$ cat config.mk
export PLATFORM = sky130hd
export DESIGN_NAME = enc_from_msg
export DESIGN_NICKNAME = d
export VERILOG_FILES = /design/src/rtl/kyber_pkg.sv /design/src/rtl/enc_from_msg.sv
export SDC_FILE = /design/constraint.sdc
export NUM_CORES = 1
export LEC_CHECK = 0
export BUFFER_PORTS_ARGS = -buffer_cell sky130_fd_sc_hd__buf_4
export CAP_MARGIN = 20
export CORE_MARGIN = 2
export CORE_UTILIZATION = 45
export CTS_CLUSTER_SIZE = 8
export DETAILED_ROUTE_END_ITERATION = 6
export PLACE_DENSITY = 0.66
export SLEW_MARGIN = 10
export SYNTH_ARGS = -nofsm -noshare
export SYNTH_HDL_FRONTEND = slang
export SYNTH_SLANG_ARGS = --single-unit
export TNS_END_PERCENT = 1
$ cat constraint.sdc
create_clock -name clk -period 4.65 [get_ports clk]
set_clock_uncertainty 0.05 [all_clocks]
set_input_delay 1.1625 -clock clk [delete_from_list [all_inputs] [get_ports clk]]
set_output_delay 1.1625 -clock clk [all_outputs]
set_load 0.05 [all_outputs]
$ cat src/rtl/kyber_pkg.sv
// Shared Kyber constants and the message-to-polynomial FSM state encoding.
package kyber_pkg;

  localparam int KYBER_Q      = 3329;
  localparam int KYBER_HALF_Q = 1665;
  localparam int KYBER_N      = 256;
  localparam int MSG_BYTES    = 32;

  // Message expansion FSM states
  typedef enum logic [1:0] {
    ST_IDLE   = 2'd0,
    ST_FETCH  = 2'd1,
    ST_EXPAND = 2'd2,
    ST_DONE   = 2'd3
  } from_msg_state_e;

  // Increment a byte address, holding at the last valid byte
  function automatic logic [4:0] sat_inc(input logic [4:0] v, input logic [4:0] lim);
    logic [4:0] r;
    if (v >= lim) begin
      r = lim;
    end else begin
      r = v + 5'd1;
    end
    return r;
  endfunction

endpackage

$ cat src/rtl/enc_from_msg.sv
// enc_from_msg: expands a 32-byte message into 256 polynomial coefficients,
// one per cycle, LSB-first per byte. A '1' bit becomes HALF_Q, a '0' bit 0.
// The message RAM is synchronous: data follows the read address by one cycle,
// so the next byte address is issued 8 cycles ahead of when it is consumed.
// Run length is fixed at N_COEF writes regardless of message contents.
// Optional macro FROM_MSG_OUT_REG_EN adds one register stage on the write
// strobe/address/data and done (busy stretches one cycle to cover it).
module enc_from_msg
  import kyber_pkg::*;
#(
  parameter int HALF_Q = KYBER_HALF_Q,
  parameter int N_COEF = KYBER_N
) (
  input  logic        clk,
  input  logic        rst_n,
  input  logic        start,
  output logic [4:0]  msg_RAd,
  input  logic [7:0]  msg_RData,
  output logic        P8_out_ready,
  output logic [7:0]  P8_Poly_WAd,
  output logic [11:0] P8_WData,
  output logic        busy,
  output logic        done
);

  localparam logic [7:0]  LAST_ADDR = 8'(N_COEF - 1);
  localparam logic [4:0]  LAST_BYTE = 5'(N_COEF / 8 - 1);
  localparam logic [11:0] ONE_VAL   = 12'(HALF_Q);

  // Coefficient value for one message bit
  function automatic logic [11:0] coef_val(input logic b);
    logic [11:0] v;
    if (b) begin
      v = ONE_VAL;
    end else begin
      v = 12'd0;
    end
    return v;
  endfunction

  from_msg_state_e state_r, state_s;
  logic [7:0]  shreg_r, shreg_s;     // bits of the current byte not yet emitted
  logic [7:0]  cnt_r, cnt_s;         // address of the coefficient on the outputs
  logic [7:0]  next_addr_s;
  logic [4:0]  rad_r, rad_s;
  logic        out_ready_r, out_ready_s;
  logic [7:0]  wad_r, wad_s;
  logic [11:0] wdata_r, wdata_s;
  logic        done_r, done_s;
  logic        busy_r, busy_s;

  // Next-state and next-output decode; outputs are computed one cycle ahead
  always_comb begin
    state_s     = state_r;
    shreg_s     = shreg_r;
    cnt_s       = cnt_r;
    rad_s       = rad_r;
    out_ready_s = 1'b0;
    wad_s       = 8'd0;
    wdata_s     = 12'd0;
    done_s      = 1'b0;
    next_addr_s = cnt_r + 8'd1;

    case (state_r)
      ST_IDLE: begin
        rad_s = 5'd0;
        if (start) begin
          state_s = ST_FETCH;
        end else begin
          state_s = ST_IDLE;
        end
      end

      ST_FETCH: begin
        // byte 0 is on msg_RData now; emit its bit 0 and keep the rest
        shreg_s     = {1'b0, msg_RData[7:1]};
        rad_s       = sat_inc(5'd0, LAST_BYTE);
        cnt_s       = 8'd0;
        out_ready_s = 1'b1;
        wad_s       = 8'd0;
        wdata_s     = coef_val(msg_RData[0]);
        state_s     = ST_EXPAND;
      end

      ST_EXPAND: begin
        if (cnt_r == LAST_ADDR) begin
          state_s = ST_DONE;
          done_s  = 1'b1;
          rad_s   = 5'd0;
        end else begin
          cnt_s       = next_addr_s;
          out_ready_s = 1'b1;
          wad_s       = next_addr_s;
          if (cnt_r[2:0] == 3'd7) begin
            // byte boundary: take the next byte straight from the RAM
            wdata_s = coef_val(msg_RData[0]);
            shreg_s = {1'b0, msg_RData[7:1]};
            rad_s   = sat_inc(rad_r, LAST_BYTE);
          end else begin
            wdata_s = coef_val(shreg_r[0]);
            shreg_s = {1'b0, shreg_r[7:1]};
          end
        end
      end

      ST_DONE: begin
        rad_s   = 5'd0;
        shreg_s = 8'd0;
        cnt_s   = 8'd0;
        state_s = ST_IDLE;
      end

      default: begin
        rad_s   = 5'd0;
        shreg_s = 8'd0;
        cnt_s   = 8'd0;
        state_s = ST_IDLE;
      end
    endcase

`ifdef FROM_MSG_OUT_REG_EN
    busy_s = (state_s != ST_IDLE) || (state_r == ST_DONE);
`else
    busy_s = (state_s != ST_IDLE);
`endif
  end

  // State, datapath and registered outputs
  always_ff @(posedge clk) begin
    if (!rst_n) begin
      state_r     <= ST_IDLE;
      shreg_r     <= 8'd0;
      cnt_r       <= 8'd0;
      rad_r       <= 5'd0;
      out_ready_r <= 1'b0;
      wad_r       <= 8'd0;
      wdata_r     <= 12'd0;
      done_r      <= 1'b0;
      busy_r      <= 1'b0;
    end else begin
      state_r     <= state_s;
      shreg_r     <= shreg_s;
      cnt_r       <= cnt_s;
      rad_r       <= rad_s;
      out_ready_r <= out_ready_s;
      wad_r       <= wad_s;
      wdata_r     <= wdata_s;
      done_r      <= done_s;
      busy_r      <= busy_s;
    end
  end

  assign msg_RAd = rad_r;
  assign busy    = busy_r;

`ifdef FROM_MSG_OUT_REG_EN
  logic        out_ready_q_r;
  logic [7:0]  wad_q_r;
  logic [11:0] wdata_q_r;
  logic        done_q_r;

  // Extra output stage toward the k-memory write mux
  always_ff @(posedge clk) begin
    if (!rst_n) begin
      out_ready_q_r <= 1'b0;
      wad_q_r       <= 8'd0;
      wdata_q_r     <= 12'd0;
      done_q_r      <= 1'b0;
    end else begin
      out_ready_q_r <= out_ready_r;
      wad_q_r       <= wad_r;
      wdata_q_r     <= wdata_r;
      done_q_r      <= done_r;
    end
  end

  assign P8_out_ready = out_ready_q_r;
  assign P8_Poly_WAd  = wad_q_r;
  assign P8_WData     = wdata_q_r;
  assign done         = done_q_r;
`else
  assign P8_out_ready = out_ready_r;
  assign P8_Poly_WAd  = wad_r;
  assign P8_WData     = wdata_r;
  assign done         = done_r;
`endif

endmodule

==> results of run 1 <==
kinds of logic after synthesis:
kind of cell / after synthesis / synth area share
xor gates and xnor gates: 6 / 0.0305
adders and majority gates: 8 / 0.0581
buffers and inverters: 32 / 0.120
other: 1 / 0.00218
muxes: 7 / 0.0458
DFF: 34 / 0.395
and+or+nand+nor: 65 / 0.184
AOI/OAI and AO/OA: 39 / 0.165
per-layer routing:
layer  track usage  wire [µm]
met5             0          0
met4        0.0703         56
met3        0.0494        167
met2         0.313       1790
met1         0.191       1500
metrics by stage:
step / worst slack, ns / instances / power (W) / instance area [µm²] / utilization
3_5_place_dp: 2.35 / 254 / 0.000443 / 1860 / 0.509
4_1_cts: 2.30 / 261 / 0.000714 / 1970 / 0.539
6_report: 2.33 / 261 / 0.000706 / 1970 / 0.539
5_1_grt: 2.17 / 261 / 0.000738 / 1970 / 0.539
2_1_floorplan: 2.50 / 199 / 0.000421 / 1750 / -
3_3_place_gp: 2.43 / 254 / 0.000438 / 1860 / 0.509
cell type report:
class                           instances  share of cell area
Multi-Input combinational cell        133               0.437
Inverter                                9              0.0171
Clock inverter                          1              0.0152
Timing Repair Buffer                   30               0.114
Sequential cell                        34               0.345
Tap cell                               48              0.0304
Clock buffer                            6              0.0418
registers in the layout, indices dropped and copies added (netlist names):
register / count
P8_out_ready: 1
cnt_r: 8
msg_RAd: 5
P8_Poly_WAd: 8
shreg_r: 7
state_r: 2
busy: 1
done: 1
P8_WData: 1
how the worst max path moves through the flow:
stage	from	endpoint	slack, ns	cells past startpoint
final	state_r[0]	cnt_r[5]	2.33	6
after global placement	state_r[0]	cnt_r[5]	2.43	6
after floorplan	P8_WData[9]	P8_WData[10]	2.50	1
after detailed placement	state_r[0]	cnt_r[5]	2.35	6
after global routing	state_r[0]	cnt_r[5]	2.17	6
after CTS	state_r[0]	cnt_r[5]	2.30	6
critical path: cells and delay by family, from the launching register on:
kind	cells	cell delay (ns)
adders and majority gates	1	0.59
DFF	1	0.34
buffers and inverters	1	0.10
and+or+nand+nor	2	0.85
AOI/OAI and AO/OA	2	0.32
power groups by stage:
stage	Combinational, W	Clock, W	Sequential [W]
after global routing	0.000132	0.000288	0.000318
after floorplan	0.0000885	0	0.000332
after global placement	0.000116	0	0.000322
final	0.000120	0.000269	0.000316
after detailed placement	0.000120	0	0.000323
after CTS	0.000121	0.000277	0.000316
layout by cell type (no fill, tap or decap), types with 7 or more instances in the layout:
master   count
nand2_1     10
mux2_2       7
conb_1       8
nand3_1      9
ha_1         8
buf_4       30
dfxtp_1     34
nor3_1      10
inv_1        9
nor2_1      22
==> impl_metrics.yaml, run 1 <==
timing:
  finalCriticalPeriod_ns: 2.32
  slew_viol_final: 0
  hold_ws_ns: 0.409
  max_freq_mhz: 432
  rsz0062_at_grt: "false"
  post-route-period-util: 0.498
  finalHoldViolCount: 0
  finalSetupTns_ns: 0
  worstMarginPinSlew_ns: 0.690
  slew_headroom: 0.540
  setup_viol: 0
routing:
  drc: 0
  dr.pass1.iters: 4
  num_vias: 1379
  wirelength_um: 3520
  antenna_left: 0
  viasPerCell: 5.28
  routedWlPerCell_um: 13.5
  drtIter0Drc: 42
cells_and_area:
  final_layout_size_suffix_gt1_frac: 0.249
  multi_input_area_um2: 862
  antenna_cells: 0
  fin_nets: 232
  nFillCells: 340
  seq_area_um2: 681
  area_growth_pct: 14.6
clock_tree:
  cts_resized: 0
  clk_pin_slew_ns: 0.07
  cts_buffers: 5
  htreeDepth: 2
  cts_tree: "yes"
  clkLatencyLatePin_ns: 0.28
  postCtsSetupRepairBufs: 0
  clk_path_buf_depth: 2
  clock_sinks: 34
  holdBufCountCts: 0
  root_buffer: "clkbuf_8"
setup_path:
  reg2reg_depth: 6
  reg2reg_from: "state_r[0]"
  critPathLaunchType: "flip-flop"
  slowest_stage: "ha_1"
  worstPathRequired_ns: 4.82
  path_max_fanout: 20
  crit_chain: "inv_1, ha_1, or3b_4, a21oi_4, or3b_1, a31oi_1"
  r2r_slack_ns: 2.33
  cp-end-kind: "flip-flop"
  worst_r2r_endpoint: "cnt_r[5]"
  cpPeakStageDelay_ns: 0.59
  critPathKind: "reg -> reg"
  cp.arrival_ns: 2.48
power_and_ir_drop:
  irDropWorstVdd_v: 0.000196
  p_leak_nw: 0.809
  sw_frac_of_total: 0.264
  seq_power_share: 0.448
  internal_power_w: 0.000520
  switchingPower_w: 0.000186
  power_frac_comb: 0.170
  p_per_area_nw_per_um2: 358
  p_clk_frac: 0.382
yosys:
  synth-edff-count: 0
  yosysMostFrequentCell: "dfxtp_1"
  ys.flop_type: "dfxtp_1"
  synthArstFlopShare: 0
  ys_types: 42
  ys_top_cells_by_area: "dfxtp_1 (40%), ha_1 (5.8%), buf_4 (5.2%), nor2_1 (4.8%), mux2_2 (4.6%)"
  post-synth-top-area-cell: "dfxtp_1"
  syn_area_per_cell_um2: 8.97
  ys_seq_area_frac: 0.395
  yosys_warnings: 0
  syn-cell-area_um2: 1720
  syn_inst: 192
  synth_top_area_frac: 0.395
  ys_ff_latch: 34
  netlist_top_cells_count: "dfxtp_1 (34), nor2_1 (22), buf_4 (12)"
hold_path:
  whs_path_depth: 2
  holdPathEnd: "shreg_r[6]"
  worstHoldStart: "shreg_r[6]"
  hold_path.class: "reg -> reg"
global_routing:
  grt_max_degree: 21
  grt_pass1_vias: 1289
  antenna_found_initial: 0
  grt_overflow: 0
  grt_pass1_wl_um: 5710
  grt_use_total: 0.174
outcome:
  outcome: "finished, final reports clean"
die:
  core_um2: 3660
  num_rows: 22
  die_w_um: 65.9
  dieArea_um2: 4340
  start_util: 0.471
  ios: 39
  die_h_um: 65.9
placed_design:
  dp_hpwl_um: 2580
  port_buffers: 30
  gp_congestion: 0.870
run:
  cap_violations: 0
No activity file was read; power rests on OpenSTA's default activity.
==> run 2: changes to the inputs <==
Clock period 4.65 ns to 2.3 ns, I/O delays scaled along.
==> run 2 against run 1 <==
Against the previous run:
- die area unchanged
- sequential power grew 100%
- worst setup slack got worse by 2.1 ns
- design area up 0.63%
- power is 96% higher
- via count up 1.7%
- routed wire length down 1.2%
- critical path type unchanged
- largest power group unchanged
==> impl_metrics.yaml, run 2 (synthesis results as in run 1) <==
clock_tree:
  clkLatencyLatePin_ns: 0.28
  htreeDepth: 2
  cts_tree: "yes"
  cts_resized: 0
  holdBufCountCts: 0
  clock_sinks: 34
  root_buffer: "clkbuf_8"
  postCtsSetupRepairBufs: 0
  clk_path_buf_depth: 2
  cts_buffers: 5
  clk_pin_slew_ns: 0.06
cells_and_area:
  area_growth_pct: 15.3
  final_common_cell: "dfxtp_1"
  final_cell_mix: "dfxtp_1 (34), buf_4 (32), nor2_1 (22), nand2_1 (10), nor3_1 (10)"
  post-route-util: 0.543
  antenna_cells: 0
  final_layout_size_suffix_gt1_frac: 0.259
  nFillCells: 343
  fin_nets: 234
routing:
  wirelength_um: 3480
  routedWlPerCell_um: 13.2
  drc: 0
  drtIter0Drc: 97
  num_vias: 1403
  dr.pass1.iters: 5
  antenna_left: 0
  viasPerCell: 5.31
global_routing:
  grt_pass1_wl_um: 5820
  grt_use_total: 0.176
  antenna_found_initial: 0
  grt_overflow: 0
  grt_pass1_vias: 1334
  grt_max_degree: 15
outcome:
  outcome: "finished, final reports clean"
die:
  num_rows: 22
  die_h_um: 65.9
  dieArea_um2: 4340
  die_w_um: 65.9
  start_util: 0.471
  ios: 39
  core_um2: 3660
timing:
  finalHoldViolCount: 0
  rsz0062_at_grt: "false"
  finalCriticalPeriod_ns: 2.02
  hold_ws_ns: 0.419
  max_freq_mhz: 495
  post-route-period-util: 0.879
  slew_viol_final: 0
  finalSetupTns_ns: 0
  setup_viol: 0
hold_path:
  worstHoldStart: "shreg_r[6]"
  whs_path_depth: 2
  holdPathEnd: "shreg_r[6]"
  hold_path.class: "reg -> reg"
power_and_ir_drop:
  irDropWorstVdd_v: 0.000311
  p_leak_nw: 0.820
  p_per_area_nw_per_um2: 697
  p_total_w: 0.00139
setup_path:
  worstPathRequired_ns: 2.40
  critPathLaunchType: "flip-flop"
  r2r_slack_ns: 0.28
  worst_r2r_endpoint: "msg_RAd[1]"
  cp-end-kind: "flip-flop"
  cp.arrival_ns: 2.12
  critPathKind: "reg -> reg"
  reg2reg_depth: 7
  reg2reg_from: "cnt_r[0]"
  path_max_fanout: 10
placed_design:
  dp_hpwl_um: 2610
  gp_congestion: 0.789
  port_buffers: 30
run:
  cap_violations: 0
run 2: routing by layer:
metal	share of wire	global-route usage	wire (µm)
met1	0.45	0.196	1560
met2	0.49	0.303	1690
met3	0.047	0.0426	162
met4	0.018	0.104	63
met5	0	0	0
run 2: where the power goes:
group	internal, W	switching (W)
logic	0.0000860	0.000159
registers	0.000620	0.0000195
clock network	0.000302	0.000199
run 2: cell type report:
class                      instances  area [µm²]  area share
sequential                        34         681       0.343
timing repair buffer              32         240       0.121
multi-input combinational        133         862       0.434
clock buffer                       8         110      0.0554
inverter                           9        33.8      0.0170
tap                               48        60.1      0.0302
run 2: how the worst max path moves through the flow:
stage | start | endpoint | slack (ns) | depth (start not counted)
2_1_floorplan | cnt_r[0] | P8_WData[9] | 0.34 | 7
6_report | cnt_r[0] | msg_RAd[1] | 0.28 | 7
5_1_grt | cnt_r[0] | msg_RAd[2] | 0.08 | 7
4_1_cts | cnt_r[0] | msg_RAd[1] | 0.27 | 7
3_3_place_gp | cnt_r[0] | P8_WData[9] | 0.37 | 6
3_5_place_dp | cnt_r[0] | msg_RAd[1] | 0.27 | 7
run 2: metrics by stage:
stage	area, µm²	setup slack, ns	instances
floorplan	1750	0.341	199
global placement	1880	0.366	256
detailed placement	1880	0.275	256
CTS	1990	0.272	264
global route	1990	0.0845	264
finish	1990	0.278	264
run 2: worst max-delay path: stages (launching register included):
cell	delay (ns)
dfxtp_1	0.39
ha_1	0.22
ha_1	0.39
buf_4	0.24
nor2b_1	0.17
o21ai_0	0.17
o22ai_1	0.19
a211oi_1	0.06
==> run 3: changes to the inputs <==
Settings changed: CORE_MARGIN 2 to unset, PLACE_DENSITY 0.66 to unset, PLACE_DENSITY_LB_ADDON set to 0.12.
==> run 3 against run 2 <==
Against the previous run:
- worst setup slack got worse by 0.0018 ns
- utilization down 0.72 points
- hold slack improved by 0.0056 ns
- critical path type unchanged
- largest cell class unchanged
- largest power group unchanged
==> impl_metrics.yaml, run 3 (synthesis results as in run 1) <==
clock_tree:
  postCtsSetupRepairBufs: 0
  cts_buffers: 5
  cts_resized: 0
  root_buffer: "clkbuf_8"
  htreeDepth: 2
  holdBufCountCts: 0
  clk_pin_slew_ns: 0.06
  clkLatencyLatePin_ns: 0.28
  clock_sinks: 34
  clk_path_buf_depth: 2
  cts_tree: "yes"
global_routing:
  grt_pass1_wl_um: 5680
  grt_overflow: 0
  grt_max_degree: 15
  antenna_found_initial: 0
  grt_pass1_vias: 1261
  grt_use_total: 0.183
setup_path:
  cp-end-kind: "flip-flop"
  worstPathRequired_ns: 2.46
  path_max_fanout: 9
  critPathKind: "reg -> reg"
  critPathLaunchType: "flip-flop"
  timing.critical_path.buf_inv: 1
  cp.arrival_ns: 2.18
  cpPeakStageDelay_ns: 0.44
  crit_chain: "inv_1, ha_1, or3b_4, a21oi_4, or3b_1, a31oi_1"
  cpLargestDelayFamily: "simple AND/OR/NAND/NOR gates"
  slowest_stage: "or3b_4"
timing:
  finalHoldViolCount: 0
  max_freq_mhz: 494
  slew_viol_final: 0
  finalCriticalPeriod_ns: 2.02
  post-route-period-util: 0.880
  rsz0062_at_grt: "false"
  setup_viol: 0
  hold_ws_ns: 0.425
  finalSetupTns_ns: 0
hold_path:
  hold_path.class: "reg -> reg"
power_and_ir_drop:
  p_total_w: 0.00129
  irDropWorstVdd_v: 0.000377
  p_per_area_nw_per_um2: 655
  p_leak_nw: 0.805
cells_and_area:
  post-route-util: 0.536
  antenna_cells: 0
  fin_nets: 235
  final_area_um2: 1960
  area_growth_pct: 13.8
  final_cell_mix: "dfxtp_1 (34), buf_4 (33), nor2_1 (22), nand2_1 (10), nor3_1 (10)"
  final_common_cell: "dfxtp_1"
  final_layout_size_suffix_gt1_frac: 0.250
placed_design:
  dp_hpwl_um: 2420
  place_area_um2: 1880
  gp_congestion: 0.810
  port_buffers: 30
die:
  start_util: 0.471
  num_rows: 22
  die_h_um: 63.9
  die_w_um: 63.9
  core_um2: 3660
  ios: 39
  dieArea_um2: 4080
outcome:
  outcome: "finished, final reports clean"
routing:
  wirelength_um: 3330
  viasPerCell: 5.30
  antenna_left: 0
  num_vias: 1398
  drtIter0Drc: 32
  routedWlPerCell_um: 12.6
  dr.pass1.iters: 4
  drc: 0
run:
  cap_violations: 0
## run 3: cell count changes in the layout (fill, tap and decap cells not counted), sizes merged
cell | previous run | this run
buf | 32 | 33
clkbuf | 8 | 7
## run 3: where the power goes
part / switching (W) / total, W / internal (W)
clock: 0.000193 / 0.000401 / 0.000208
sequential: 0.0000198 / 0.000640 / 0.000620
combinational: 0.000157 / 0.000244 / 0.0000870
## run 3: stage by stage
| step | cells | setup slack, ns |
|---|---|---|
| floorplan | 199 | 0.341 |
| finish | 264 | 0.276 |
| global placement | 257 | 0.382 |
| detailed placement | 257 | 0.317 |
| global route | 264 | 0.104 |
| CTS | 264 | 0.290 |
## run 3: worst paths after layout
kind | from | endpoint | slack, ns | depth (start not counted)
worst max-delay path | state_r[0] | cnt_r[5] | 0.28 | 6
worst min-delay path | shreg_r[6] | shreg_r[6] | 0.42 | 2
worst max register to register | state_r[0] | cnt_r[5] | 0.28 | 6
worst min register to register | shreg_r[6] | shreg_r[6] | 0.42 | 2
## run 3: worst min-delay path: stages (launching register included)
cell	delay, ns
dfxtp_1	0.31
nand2_1	0.06
a21oi_1	0.06
## run 3: cell type report
type | count | area (µm²)
repair buffers | 33 | 248
well taps | 48 | 60.1
clock buffers | 7 | 76.3
inverters | 9 | 33.8
multi-input cells | 133 | 862
fillers | 364 | 1700
flip-flops and latches | 34 | 681
## run 3: metal layers
metal,GRT usage,wire length (µm)
met1,0.224,1610
met4,0.0795,57
met2,0.289,1520
met3,0.0643,141
met5,0,0
